<file path="src/rtl/lifo_ctrl_arb_pkg.sv">
// lifo_ctrl_arb_pkg: shared encodings for the LIFO controller/arbiter
package lifo_ctrl_arb_pkg;
  typedef enum logic [1:0] {IDLE = 2'd0, ARB = 2'd1, EXEC = 2'd2, RESP = 2'd3} state_t;
  localparam logic OP_PUSH = 1'b1;
  localparam logic OP_POP = 1'b0;
  localparam logic ID_A = 1'b0;
  localparam logic ID_B = 1'b1;
  typedef struct packed {
    logic en;
    logic push_pop;
    logic w_en;
    logic rw;
    logic oe;
  } strb_t;
endpackage

</file>
<file path="src/rtl/lifo_ctrl_arb_if.sv">
// lifo_ctrl_arb_if: requester handshakes plus LIFO strobe/data bus
interface lifo_ctrl_arb_if #(parameter int DW = 8);
  logic          REQ_A, OP_A, ACK_A, ERR_A;
  logic [DW-1:0] DIN_A;
  logic          REQ_B, OP_B, ACK_B, ERR_B;
  logic [DW-1:0] DIN_B;
  logic [DW-1:0] DOUT;
  logic          BUSY, GNT;
  logic          LIFO_EN, LIFO_PUSH_POP, LIFO_W_EN, LIFO_RW, LIFO_OE;
  logic [DW-1:0] LIFO_WDATA, LIFO_RDATA;
  logic          LIFO_FULL, LIFO_EMPTY;
  modport slave (
    input  REQ_A, OP_A, DIN_A, REQ_B, OP_B, DIN_B, LIFO_RDATA, LIFO_FULL, LIFO_EMPTY,
    output ACK_A, ERR_A, ACK_B, ERR_B, DOUT, BUSY, GNT,
           LIFO_EN, LIFO_PUSH_POP, LIFO_W_EN, LIFO_RW, LIFO_OE, LIFO_WDATA
  );
  modport master (
    output REQ_A, OP_A, DIN_A, REQ_B, OP_B, DIN_B, LIFO_RDATA, LIFO_FULL, LIFO_EMPTY,
    input  ACK_A, ERR_A, ACK_B, ERR_B, DOUT, BUSY, GNT,
           LIFO_EN, LIFO_PUSH_POP, LIFO_W_EN, LIFO_RW, LIFO_OE, LIFO_WDATA
  );
endinterface

</file>
<file path="src/rtl/lifo_ctrl_arb_rr_arb2.sv">
// rr_arb2: two-way arbiter with a pointer that favours the side not granted last
module rr_arb2
  import lifo_ctrl_arb_pkg::*;
(
  input  logic clk,
  input  logic rst_n,
  input  logic req_a,
  input  logic req_b,
  input  logic accept,
  input  logic fixed_prio,
  output logic win
);
  logic ptr_q, ptr_d;
  // winner selection and pointer flip on every accepted grant
  always_comb begin
    win = (req_a && req_b) ? (fixed_prio ? ID_A : ptr_q) : (req_b ? ID_B : ID_A);
    ptr_d = accept ? ~win : ptr_q;
  end
  // pointer register, starts on A
  always_ff @(posedge clk) begin
    ptr_q <= !rst_n ? ID_A : ptr_d;
  end
endmodule

</file>
<file path="src/rtl/lifo_ctrl_arb.sv">
// lifo_ctrl_arb: grants one of two requesters and sequences a shared 32x8 LIFO
module lifo_ctrl_arb
  import lifo_ctrl_arb_pkg::*;
#(
  parameter int DW = 8,
  parameter bit FIXED_PRIO = 1'b0
) (
  input logic CLK,
  input logic RESET,
  lifo_ctrl_arb_if.slave bus
);
  state_t state_q, state_d;
  logic id_q, id_d, op_q, op_d, err_q, err_d, gnt_q, gnt_d;
  logic ack_a_q, ack_a_d, ack_b_q, ack_b_d, err_a_q, err_a_d, err_b_q, err_b_d;
  logic [DW-1:0] din_q, din_d, dout_q, dout_d;
  strb_t strb_q, strb_d;
  logic win, accept;
  rr_arb2 u_arb (
    .clk(CLK),
    .rst_n(RESET),
    .req_a(bus.REQ_A),
    .req_b(bus.REQ_B),
    .accept(accept),
    .fixed_prio(FIXED_PRIO),
    .win(win)
  );
  // next state, request latches and registered strobe/ack values
  always_comb begin
    state_d = state_q;
    id_d = id_q;
    op_d = op_q;
    din_d = din_q;
    err_d = err_q;
    gnt_d = gnt_q;
    dout_d = dout_q;
    accept = 1'b0;
    unique case (state_q)
      IDLE: if (bus.REQ_A || bus.REQ_B) begin
        accept = 1'b1;
        id_d = win;
        op_d = (win == ID_B) ? bus.OP_B : bus.OP_A;
        din_d = (win == ID_B) ? bus.DIN_B : bus.DIN_A;
        gnt_d = win;
        err_d = 1'b0;
        state_d = ARB;
      end
      ARB: begin
        err_d = (op_q == OP_PUSH) ? bus.LIFO_FULL : bus.LIFO_EMPTY;
        state_d = err_d ? RESP : EXEC;
      end
      EXEC: begin
        dout_d = (op_q == OP_POP) ? bus.LIFO_RDATA : dout_q;
        state_d = RESP;
      end
      default: state_d = IDLE;
    endcase
    strb_d = (state_d == EXEC) ? strb_t'{en: 1'b1, push_pop: op_d, w_en: op_d, rw: ~op_d, oe: op_d} : '0;
    ack_a_d = (state_d == RESP) && (id_d == ID_A);
    ack_b_d = (state_d == RESP) && (id_d == ID_B);
    err_a_d = ack_a_d && err_d;
    err_b_d = ack_b_d && err_d;
  end
  // state and output registers; reset abandons any operation in flight
  always_ff @(posedge CLK) begin
    if (!RESET) begin
      state_q <= IDLE;
      id_q <= ID_A;
      op_q <= OP_POP;
      din_q <= '0;
      err_q <= 1'b0;
      gnt_q <= ID_A;
      dout_q <= '0;
      strb_q <= '0;
      ack_a_q <= 1'b0;
      ack_b_q <= 1'b0;
      err_a_q <= 1'b0;
      err_b_q <= 1'b0;
    end else begin
      state_q <= state_d;
      id_q <= id_d;
      op_q <= op_d;
      din_q <= din_d;
      err_q <= err_d;
      gnt_q <= gnt_d;
      dout_q <= dout_d;
      strb_q <= strb_d;
      ack_a_q <= ack_a_d;
      ack_b_q <= ack_b_d;
      err_a_q <= err_a_d;
      err_b_q <= err_b_d;
    end
  end
  assign bus.ACK_A = ack_a_q;
  assign bus.ERR_A = err_a_q;
  assign bus.ACK_B = ack_b_q;
  assign bus.ERR_B = err_b_q;
  assign bus.DOUT = dout_q;
  assign bus.BUSY = state_q != IDLE;
  assign bus.GNT = gnt_q;
  assign bus.LIFO_EN = strb_q.en;
  assign bus.LIFO_PUSH_POP = strb_q.push_pop;
  assign bus.LIFO_W_EN = strb_q.w_en;
  assign bus.LIFO_RW = strb_q.rw;
  assign bus.LIFO_OE = strb_q.oe;
  assign bus.LIFO_WDATA = din_q;
endmodule

</file>
<file path="src/flat_wrapper.sv">
// flat-port wrapper written by rule: the top's interface ports become plain ports
module lifo_ctrl_arb_flat import lifo_ctrl_arb_pkg::*;
#(
  parameter int DW = 8,
  parameter bit FIXED_PRIO = 1'b0
)
  (CLK, RESET, bus_REQ_A, bus_OP_A, bus_DIN_A, bus_REQ_B, bus_OP_B, bus_DIN_B, bus_LIFO_RDATA, bus_LIFO_FULL, bus_LIFO_EMPTY, bus_ACK_A, bus_ERR_A, bus_ACK_B, bus_ERR_B, bus_DOUT, bus_BUSY, bus_GNT, bus_LIFO_EN, bus_LIFO_PUSH_POP, bus_LIFO_W_EN, bus_LIFO_RW, bus_LIFO_OE, bus_LIFO_WDATA);
  lifo_ctrl_arb_if #(.DW(DW)) bus_i ();
  input logic CLK;
  input logic RESET;
  input wire logic [$bits(bus_i.REQ_A)-1:0] bus_REQ_A;
  input wire logic [$bits(bus_i.OP_A)-1:0] bus_OP_A;
  input wire logic [$bits(bus_i.DIN_A)-1:0] bus_DIN_A;
  input wire logic [$bits(bus_i.REQ_B)-1:0] bus_REQ_B;
  input wire logic [$bits(bus_i.OP_B)-1:0] bus_OP_B;
  input wire logic [$bits(bus_i.DIN_B)-1:0] bus_DIN_B;
  input wire logic [$bits(bus_i.LIFO_RDATA)-1:0] bus_LIFO_RDATA;
  input wire logic [$bits(bus_i.LIFO_FULL)-1:0] bus_LIFO_FULL;
  input wire logic [$bits(bus_i.LIFO_EMPTY)-1:0] bus_LIFO_EMPTY;
  output wire logic [$bits(bus_i.ACK_A)-1:0] bus_ACK_A;
  output wire logic [$bits(bus_i.ERR_A)-1:0] bus_ERR_A;
  output wire logic [$bits(bus_i.ACK_B)-1:0] bus_ACK_B;
  output wire logic [$bits(bus_i.ERR_B)-1:0] bus_ERR_B;
  output wire logic [$bits(bus_i.DOUT)-1:0] bus_DOUT;
  output wire logic [$bits(bus_i.BUSY)-1:0] bus_BUSY;
  output wire logic [$bits(bus_i.GNT)-1:0] bus_GNT;
  output wire logic [$bits(bus_i.LIFO_EN)-1:0] bus_LIFO_EN;
  output wire logic [$bits(bus_i.LIFO_PUSH_POP)-1:0] bus_LIFO_PUSH_POP;
  output wire logic [$bits(bus_i.LIFO_W_EN)-1:0] bus_LIFO_W_EN;
  output wire logic [$bits(bus_i.LIFO_RW)-1:0] bus_LIFO_RW;
  output wire logic [$bits(bus_i.LIFO_OE)-1:0] bus_LIFO_OE;
  output wire logic [$bits(bus_i.LIFO_WDATA)-1:0] bus_LIFO_WDATA;
  assign bus_i.REQ_A = bus_REQ_A;
  assign bus_i.OP_A = bus_OP_A;
  assign bus_i.DIN_A = bus_DIN_A;
  assign bus_i.REQ_B = bus_REQ_B;
  assign bus_i.OP_B = bus_OP_B;
  assign bus_i.DIN_B = bus_DIN_B;
  assign bus_i.LIFO_RDATA = bus_LIFO_RDATA;
  assign bus_i.LIFO_FULL = bus_LIFO_FULL;
  assign bus_i.LIFO_EMPTY = bus_LIFO_EMPTY;
  assign bus_ACK_A = bus_i.ACK_A;
  assign bus_ERR_A = bus_i.ERR_A;
  assign bus_ACK_B = bus_i.ACK_B;
  assign bus_ERR_B = bus_i.ERR_B;
  assign bus_DOUT = bus_i.DOUT;
  assign bus_BUSY = bus_i.BUSY;
  assign bus_GNT = bus_i.GNT;
  assign bus_LIFO_EN = bus_i.LIFO_EN;
  assign bus_LIFO_PUSH_POP = bus_i.LIFO_PUSH_POP;
  assign bus_LIFO_W_EN = bus_i.LIFO_W_EN;
  assign bus_LIFO_RW = bus_i.LIFO_RW;
  assign bus_LIFO_OE = bus_i.LIFO_OE;
  assign bus_LIFO_WDATA = bus_i.LIFO_WDATA;
  lifo_ctrl_arb #(.DW(DW), .FIXED_PRIO(FIXED_PRIO)) u_core (.CLK(CLK), .RESET(RESET), .bus(bus_i));
endmodule
</file>
<file path="config.mk">
export PLATFORM = sky130hd
export DESIGN_NAME = lifo_ctrl_arb_flat
export DESIGN_NICKNAME = d
export VERILOG_FILES = /design/src/rtl/lifo_ctrl_arb_pkg.sv /design/src/rtl/lifo_ctrl_arb_if.sv /design/src/rtl/lifo_ctrl_arb_rr_arb2.sv /design/src/rtl/lifo_ctrl_arb.sv /design/src/flat_wrapper.sv
export SDC_FILE = /design/constraint.sdc
export NUM_CORES = 1
export LEC_CHECK = 0
export CORE_MARGIN = 5
export CORE_UTILIZATION = 40
export DETAILED_ROUTE_END_ITERATION = 8
export PLACE_DENSITY = 0.88
export SETUP_SLACK_MARGIN = 0.3
export SLEW_MARGIN = 20
export SYNTH_ARGS = -nofsm -noshare
export SYNTH_HDL_FRONTEND = slang
export SYNTH_SLANG_ARGS = --single-unit
</file>
<file path="constraint.sdc">
create_clock -name CLK -period 1.9 [get_ports CLK]
set_input_delay 0.57 -clock CLK [delete_from_list [all_inputs] [get_ports CLK]]
set_output_delay 0.57 -clock CLK [all_outputs]
set_load 0.02 [all_outputs]
</file>
[Word level (Yosys, flattened, before mapping)]
Cells that the tools add are included.
Storage, ports and cells
  register bits after elaboration: 30
  latch bits: 0
  RAM bits: 0
  bits in read-only memories: 0
  output and inout bits: 27
  word-level logic and storage cells: 51
  memories: 0
Operators by class
  add/sub/neg operators: 0
  multiply operators: 0
  divide/modulo/power cells: 0
  $lt $le $gt $ge: 0
  equality and inequality tests: 4
  shift operators: 0
  muxes and demuxes: 17
  bitwise logic cells: 4
  reductions and logical operators: 11
Operator list (count)
  1-bit two-way mux: 12
  8-bit two-way mux: 1
  2-bit == test, second input constant: 3
  2-bit case mux with 3 select lines: 1
  2-bit AND reduction: 3
  1-bit logical AND: 5
  5-bit two-way mux: 1
  1-bit NOT: 4
  2-bit by 1-bit == test with 1-bit output, second input constant: 1
  2-bit zero test: 1
  2-bit two-way mux: 1
  1-bit case mux with 2 select lines: 1
  2-bit nonzero test: 1
  1-bit logical OR: 1

[Logic depth before layout (Yosys ltp)]
  depth in word-level cells: 7
  gate-level depth with buffers: 8
  gate-level depth less buffers: 6

[By module]
A second synthesis with hierarchy kept.
Second synthesis, totals
  cells, all modules: 121
  area, all modules: 1292.5 um2
By module, submodules not included
  lifo_ctrl_arb: times used 1, cells each 115, area each 1242.4 um2
  rr_arb2: times used 1, cells each 6, area each 50.0 um2

[Worst setup path after synthesis]
Ideal clock, no wire load.
  kind: input -> register
  start point: input bus_REQ_B
  end point: register u_core.state_q[0]
  library setup time: 0.115 ns
  arrival: 1.492 ns
  slack: 0.293 ns
  stages on the path: 4
  buffers on the path: 0
  cell sequence: or3_4 -> a221oi_4 -> nor2_2 -> and2_1
On the way
  word-level cells in the longest chain between the ends: 3
RTL lines
  start, declared: RTL line flat_wrapper.sv:14  | input wire logic [$bits(bus_i.REQ_B)-1:0] bus_REQ_B;
  1-bit logical OR: RTL line lifo_ctrl_arb.sv:38  | IDLE: if (bus.REQ_A || bus.REQ_B) begin
  2-bit two-way mux: RTL line lifo_ctrl_arb.sv:38
  2-bit case mux with 3 select lines: RTL line lifo_ctrl_arb.sv:37  | unique case (state_q)
  end signal, assigned: RTL line lifo_ctrl_arb.sv:79  | state_q <= state_d;
  end, declared: RTL line lifo_ctrl_arb.sv:12  | state_t state_q, state_d;
Every way passes these cells.
A chain may end at the register's enable or synchronous reset.

[Final worst setup path]
  start point: register u_core.state_q[1]
  end point: output bus_BUSY
On the way
  word-level cells in the longest chain between the ends: 1
RTL lines
  2-bit nonzero test: RTL line lifo_ctrl_arb.sv:98  | assign bus.BUSY = state_q != IDLE;
  end, declared: RTL line flat_wrapper.sv:25  | output wire logic [$bits(bus_i.BUSY)-1:0] bus_BUSY;
Every way passes these cells.

==> results.cfg <==
[worst_hold_path]
min_path_type = reg -> reg

[setup_path]
cp_common_cell = inv_2
startpoint_type = flip-flop
critPathKind = reg -> out
max_stage_delay_ns = 0.35
slowest_stage = dfxtp_2
cp-end-kind = output port
crit_arrival_ns = 1.05
crit_fanout = 2
worstPathCellList = inv_2 > ha_4 > inv_2 > buf_6
required_ns = 1.33

[routing]
drt-total-wl_um = 3325
drt.antenna.violating_nets = 0
drcViolationCount = 0
avgViaCountPerCell = 4.800
vias = 1152
first_pass_iters = 4
routedWlPerCell_um = 13.85
first_iter_violations = 19

[synth]
ys_seq_area_share_pct = 48.19
synth-async-reset-ratio_pct = 0
yosys_warnings = 0
synth_cells = 124
synth_edf_count = 0
syn_nets = 160
postSynthAreaPerCell_um2 = 10.05
synth.top_cells.by_area = dfxtp_1, mux2i_1, nor2b_1
synthFlopType = dfxtp_1
synth.largest_area_cell = dfxtp_1
netlist-cell-type-count = 29
ys_ff_latch = 30
synth_top_area_share_pct = 48.19
netlist_area_um2 = 1246

[clock_network]
cts_made_buffers = 5
clockBufferDepth = 2
ctsHtreeMaxLevel = 2
insertion_delay_ns = 0.32
clock-sinks = 30
clkSlewWorstSetupHoldPaths_ns = 0.09
cts_tree = built
clock-root-buffer = clkbuf_4

[power]
seqPwrFrac_pct = 33.4
power.switching_w = 0.001082
peakVddDrop_v = 0.0008539
internal_power_w = 0.001674
clockPowerShare_pct = 14.0
power.share.combinational_pct = 52.6
power.density_nw_per_um2 = 1384
power_w = 0.002756
switching_share_pct = 39.25
p_leak_nw = 0.8746

[floorplan]
die_area_um2 = 4332
start_util_pct = 41.16
fp.dieW_um = 65.82
coreArea_um2 = 3028
ioPinCount = 59
die_y_um = 65.82
rows = 20

[final_layout]
drive_above_1_share_pct = 21.43
stdcell_count = 240
multi_input_area_um2 = 616.8
seqCellArea_um2 = 603.1
fin_util_pct = 65.74
final_nets = 231
n_antenna_cell = 0
syn_to_final_growth_pct = 59.74
fill_cells = 251

[sta]
drv_slew = 0
tightestPinTransition_ns = 0.3566
clock.fmax_ghz = 0.6175
period_share_pct = 85.24
fin_hold_ws_ns = 0.5065
grt_setup_unrepaired = yes
hold_viol = 0
fin_tns_setup_ns = 0
skew_ns = 0.003979
slew_headroom_pct = 75.61
period_needed_ns = 1.620
setup_viol = 0

[grt]
grt_pass1_vias = 1224
grt_pass1_wl_um = 5388
grt.total_usage_pct = 16.24
overflow = 0
grt_antenna_before_repair = 0
grt_max_degree = 23

[placement]
dp.cells = 230
port_buffers = 58
place_hpwl_um = 2593
finalWeightedCongestion = 0.9041

[job]
drv_cap = 0

[outcome]
status = complete, no violations
power by group through the flow:
stage / registers [W] / clock network [W] / logic [W]
floorplan: 0.00109 / 0 / 0.000634
CTS: 0.000910 / 0.000399 / 0.00135
detailed placement: 0.000927 / 0 / 0.00145
finish: 0.000920 / 0.000385 / 0.00145
global placement: 0.000915 / 0 / 0.00141
global route: 0.000947 / 0.000423 / 0.00157
kinds of logic after synthesis:
family | Yosys count | synth area share [%]
AO/OA/AOI/OAI | 26 | 13.76
adder cells (fa/ha/maj) | 4 | 4.016
buffers and inverters | 11 | 4.216
flip-flops | 30 | 48.19
multiplexers | 17 | 13.75
AND/OR/NAND/NOR | 36 | 16.06
stage by stage:
stage          worst slack [ns]  area (um^2)
2_1_floorplan            0.3114         1246
3_3_place_gp            -0.1388         1939
3_5_place_dp            -0.1663         1939
4_1_cts                  0.1215         1971
5_1_grt                  0.2386         1991
6_report                 0.2804         1991
layer usage:
layer  up-vias  part of all wire [%]  track usage, %
met1       522                    37           15.68
met2        52                    51           28.41
met3         7                    11           7.823
met5         -                     0               0
met4         0                   1.3           8.290
li1        571                     -               -
cell usage in the layout (no fill, tap or decap), drive strengths merged:
master | synthesis | layout
dfxtp | 30 | 30
clkdlybuf4s50 | 0 | 29
mux2i | 16 | 16
clkbuf | 2 | 15
buf | 5 | 14
clkdlybuf4s15 | 0 | 11
o21ai | 10 | 10
nand2 | 9 | 9
nor2b | 9 | 9
a21oi | 9 | 9
dlygate4sd2 | 0 | 9
nor2 | 5 | 5
and2 | 4 | 4
inv | 4 | 4
ha | 4 | 4
a21boi | 2 | 2
nor3b | 2 | 2
nand2b | 1 | 1
or3 | 1 | 1
mux2 | 1 | 1
a221oi | 1 | 1
nand3 | 1 | 1
a211o | 1 | 1
o221a | 1 | 1
a31oi | 1 | 1
and3 | 1 | 1
nor4b | 1 | 1
nor3 | 1 | 1
a2111oi | 1 | 1
nor4 | 1 | 1
clkinv | 0 | 1
flip-flops by register name (all words and copies together), names as in the netlist:
register and cells:
u_core.err_q 1, u_core.bus.ERR_B 1, u_core.u_arb.ptr_q 1, u_core.state_q 2, u_core.bus.ACK_B 1, u_core.bus.LIFO_WDATA 8, u_core.bus.LIFO_W_EN 1, u_core.bus.LIFO_EN 1
u_core.op_q 1, u_core.id_q 1, u_core.bus.LIFO_RW 1, u_core.bus.DOUT 8, u_core.bus.ACK_A 1, u_core.bus.GNT 1, u_core.bus.ERR_A 1
synthesized netlist by cell type (all sizes together), types with 4 or more instances:
master,number
dfxtp,30
mux2i,16
o21ai,10
a21oi,9
nand2,9
nor2b,9
buf,5
nor2,5
and2,4
ha,4
inv,4
final cells by class:
class | count | share of cell area, %
sequential | 30 | 30.30
clock inverter | 1 | 0.2514
tap | 44 | 2.766
inverter | 4 | 0.7542
multi-input combinational | 83 | 30.99
timing repair buffer | 71 | 32.18
clock buffer | 7 | 2.766
final timing paths:
| check | slack, ns | endpoint | cells past startpoint | start |
|---|---|---|---|---|
| worst max-delay path | 0.28 | bus_BUSY | 4 | u_core.state_q[1] |
| worst min-delay path | 0.51 | u_core.bus.GNT | 2 | u_core.bus.GNT |
| worst max register to register | 0.39 | u_core.state_q[0] | 5 | u_core.state_q[0] |
| worst min register to register | 0.51 | u_core.bus.GNT | 2 | u_core.bus.GNT |
critical path, delay by kind of cell, from the launching register on:
kind                     cells  cell delay, ns
adder cells (fa/ha/maj)      1            0.16
buffers and inverters        3            0.22
flip-flops                   1            0.35
timing repair:
item	4_1_cts	5_1_grt
endpoints found under the setup margin	36	24
gates cloned	0	0
hold buffers	0	0
resized for setup	37	34
buffers inserted	0	2
pin swaps	4	2
Power figures use the tool's default switching activity.
==> edit: new RTL, same flow settings <==
`DW` is set to 8 in 3 places; all go to 12.
--- a/src/rtl/lifo_ctrl_arb_if.sv
+++ b/src/rtl/lifo_ctrl_arb_if.sv
@@ -1,5 +1,5 @@
 // lifo_ctrl_arb_if: requester handshakes plus LIFO strobe/data bus
-interface lifo_ctrl_arb_if #(parameter int DW = 8);
+interface lifo_ctrl_arb_if #(parameter int DW = 12);
   logic          REQ_A, OP_A, ACK_A, ERR_A;
   logic [DW-1:0] DIN_A;
   logic          REQ_B, OP_B, ACK_B, ERR_B;
--- a/src/rtl/lifo_ctrl_arb.sv
+++ b/src/rtl/lifo_ctrl_arb.sv
@@ -2,7 +2,7 @@
 module lifo_ctrl_arb
   import lifo_ctrl_arb_pkg::*;
 #(
-  parameter int DW = 8,
+  parameter int DW = 12,
   parameter bit FIXED_PRIO = 1'b0
 ) (
   input logic CLK,
--- a/src/flat_wrapper.sv
+++ b/src/flat_wrapper.sv
@@ -1,7 +1,7 @@
 // flat-port wrapper written by rule: the top's interface ports become plain ports
 module lifo_ctrl_arb_flat import lifo_ctrl_arb_pkg::*;
 #(
-  parameter int DW = 8,
+  parameter int DW = 12,
   parameter bit FIXED_PRIO = 1'b0
 )
   (CLK, RESET, bus_REQ_A, bus_OP_A, bus_DIN_A, bus_REQ_B, bus_OP_B, bus_DIN_B, bus_LIFO_RDATA, bus_LIFO_FULL, bus_LIFO_EMPTY, bus_ACK_A, bus_ERR_A, bus_ACK_B, bus_ERR_B, bus_DOUT, bus_BUSY, bus_GNT, bus_LIFO_EN, bus_LIFO_PUSH_POP, bus_LIFO_W_EN, bus_LIFO_RW, bus_LIFO_OE, bus_LIFO_WDATA);
Interface: changed (5 resized); port bits go from 59 to 79. No check against the original RTL was run, so the function may have changed too.
==> edit against the original RTL <==
Final area increased by 32%; via count grew 31%; routed wire length grew 28%; count of clock-buffer cells in the layout is 1 lower; global-route usage down 0.27 points; worst setup slack gained 0.038 ns; critical path depth is 1 higher; clock power up 47%; area after synthesis is 27% higher; maximum frequency is 2.4% higher; power grew 28%; critical endpoint is now u_core.bus.ACK_B; sequential cell count rose by 8.
==> edit: results (changes against the original RTL) <==
stage;metric;value;unit;change
global_route;grt_max_degree;25;;+8.7%
worst_setup_path;cp_top_family;buffers and inverters;;
pwr;p_leak;1.21;nW;+39%
clocking;h-tree-depth;2;;unchanged
timing;worst_pin_slew;0.455;ns;+0.0984 ns
pwr;irDropWorstVdd;0.692;mV;-19%
synth;synthTopCellsByArea;dfxtp_1, nand2_1, mux2i_1;;
worst_setup_path;arrival;1.74;ns;+0.69 ns
status;status;finished, final reports clean;;
worst_hold_path;hold_start;u_core.bus.DOUT[1];;
synth;ys_top_cells_by_count;dfxtp_1, nand2_1, a21boi_0, o21ai_0, a21oi_1;;
clocking;post_cts_resized;52;;+41%
worst_setup_path;reg2reg_to;u_core.bus.ACK_B;;
placed_design;dp_slack;-0.168;ns;-0.00127 ns
worst_setup_path;reg2reg_setup_slack;0.36;ns;-0.03 ns
synth;syn_inst;169;;+36%
clocking;post_cts_buffers;2;;+2
worst_setup_path;critPathMaxFanout;2;;unchanged
clocking;cts-root-buf;clkbuf_8;;
detailed_routing;vias;1507;;+31%
pwr;p_switching;1.40;mW;+29%
timing;fin_skew;0.00598;ns;+0.00200 ns
placed_design;portBuffers;78;;+34%
finish;fillerInstances;306;;+22%
placed_design;place.gp.congestion;0.746;;-18%
global_route;grt_pass1_vias;1438;;+17%
clocking;clkTransAtPathRegs;0.07;ns;-0.02 ns
worst_setup_path;crit_path_top_delay_cell;or3_4;;
global_route;grtUsageTotal;0.160;;-0.00272
worst_hold_path;min_to;u_core.bus.DOUT[1];;
worst_setup_path;crit_start;bus_REQ_A;;
placed_design;dp.final_hpwl;3150;µm;+22%
finish;drive_gt1_frac;0.173;;-0.0412
placed_design;dp_cells;297;;+29%
worst_setup_path;endpoint_kind;register;;
clocking;clk_latency;0.28;ns;-0.04 ns
detailed_routing;drt-total-wl;4260;µm;+28%
worst_setup_path;crit_path_max_incr_delay;0.39;ns;+0.04 ns
synth;yosysSeqAreaShare;0.482;;about the same
detailed_routing;drt_iter0_drc;97;;+78
timing;fin_crit_sh;0.833;;-0.0198
synth;ys_types;30;;+3.4%
[edit: tightest hold or removal path: cells and delay by family (launching register included)]
family | cells | cell delay (ns)
flip-flops | 1 | 0.31
AO/OA/AOI/OAI | 1 | 0.06
AND/OR/NAND/NOR | 1 | 0.04
[edit: stage by stage]
stage	cell area [µm²]	power, mW	hold WS (ns)	utilization
global route	2620	3.76	0.490	0.700
global placement	2490	2.89	0.450	0.664
detailed placement	2490	2.94	0.458	0.664
finish	2620	3.54	0.460	0.700
floorplan	1580	2.12	0.466	-
CTS	2590	3.47	0.465	0.692
[edit: layout make-up]
| cell class | count | area (µm²) | share of cell area |
|---|---|---|---|
| sequential | 38 | 763 | 0.291 |
| multi-input combinational | 116 | 802 | 0.306 |
| clock inverter | 2 | 12.5 | 0.00477 |
| clock buffer | 6 | 82.6 | 0.0315 |
| inverter | 4 | 17.5 | 0.00668 |
| timing repair buffer | 94 | 883 | 0.337 |
| tap | 48 | 60.1 | 0.0229 |
[edit: layer usage]
metal / GRT usage / vias up / routed length (µm)
met1: 0.177 / 686 / 1730
met2: 0.288 / 59 / 2120
met3: 0.0523 / 2 / 389
met4: 0.0492 / 0 / 19
li1: - / 760 / -
met5: 0 / - / 0
[edit: logic make-up after synthesis]
family          count (synthesis)  share of synthesized area
simple gates                   53                      0.164
compound gates                 46                      0.192
flops                          38                      0.482
buf+inv                        15                     0.0444
mux                            13                     0.0856
fa+ha+maj                       4                     0.0317
[edit: power groups by stage]
stage          registers, mW  logic [mW]  clock network, mW
2_1_floorplan           1.40       0.721                  0
3_3_place_gp            1.15        1.74                  0
3_5_place_dp            1.17        1.77                  0
4_1_cts                 1.15        1.74              0.583
5_1_grt                 1.19        1.96              0.614
6_report                1.15        1.82              0.566
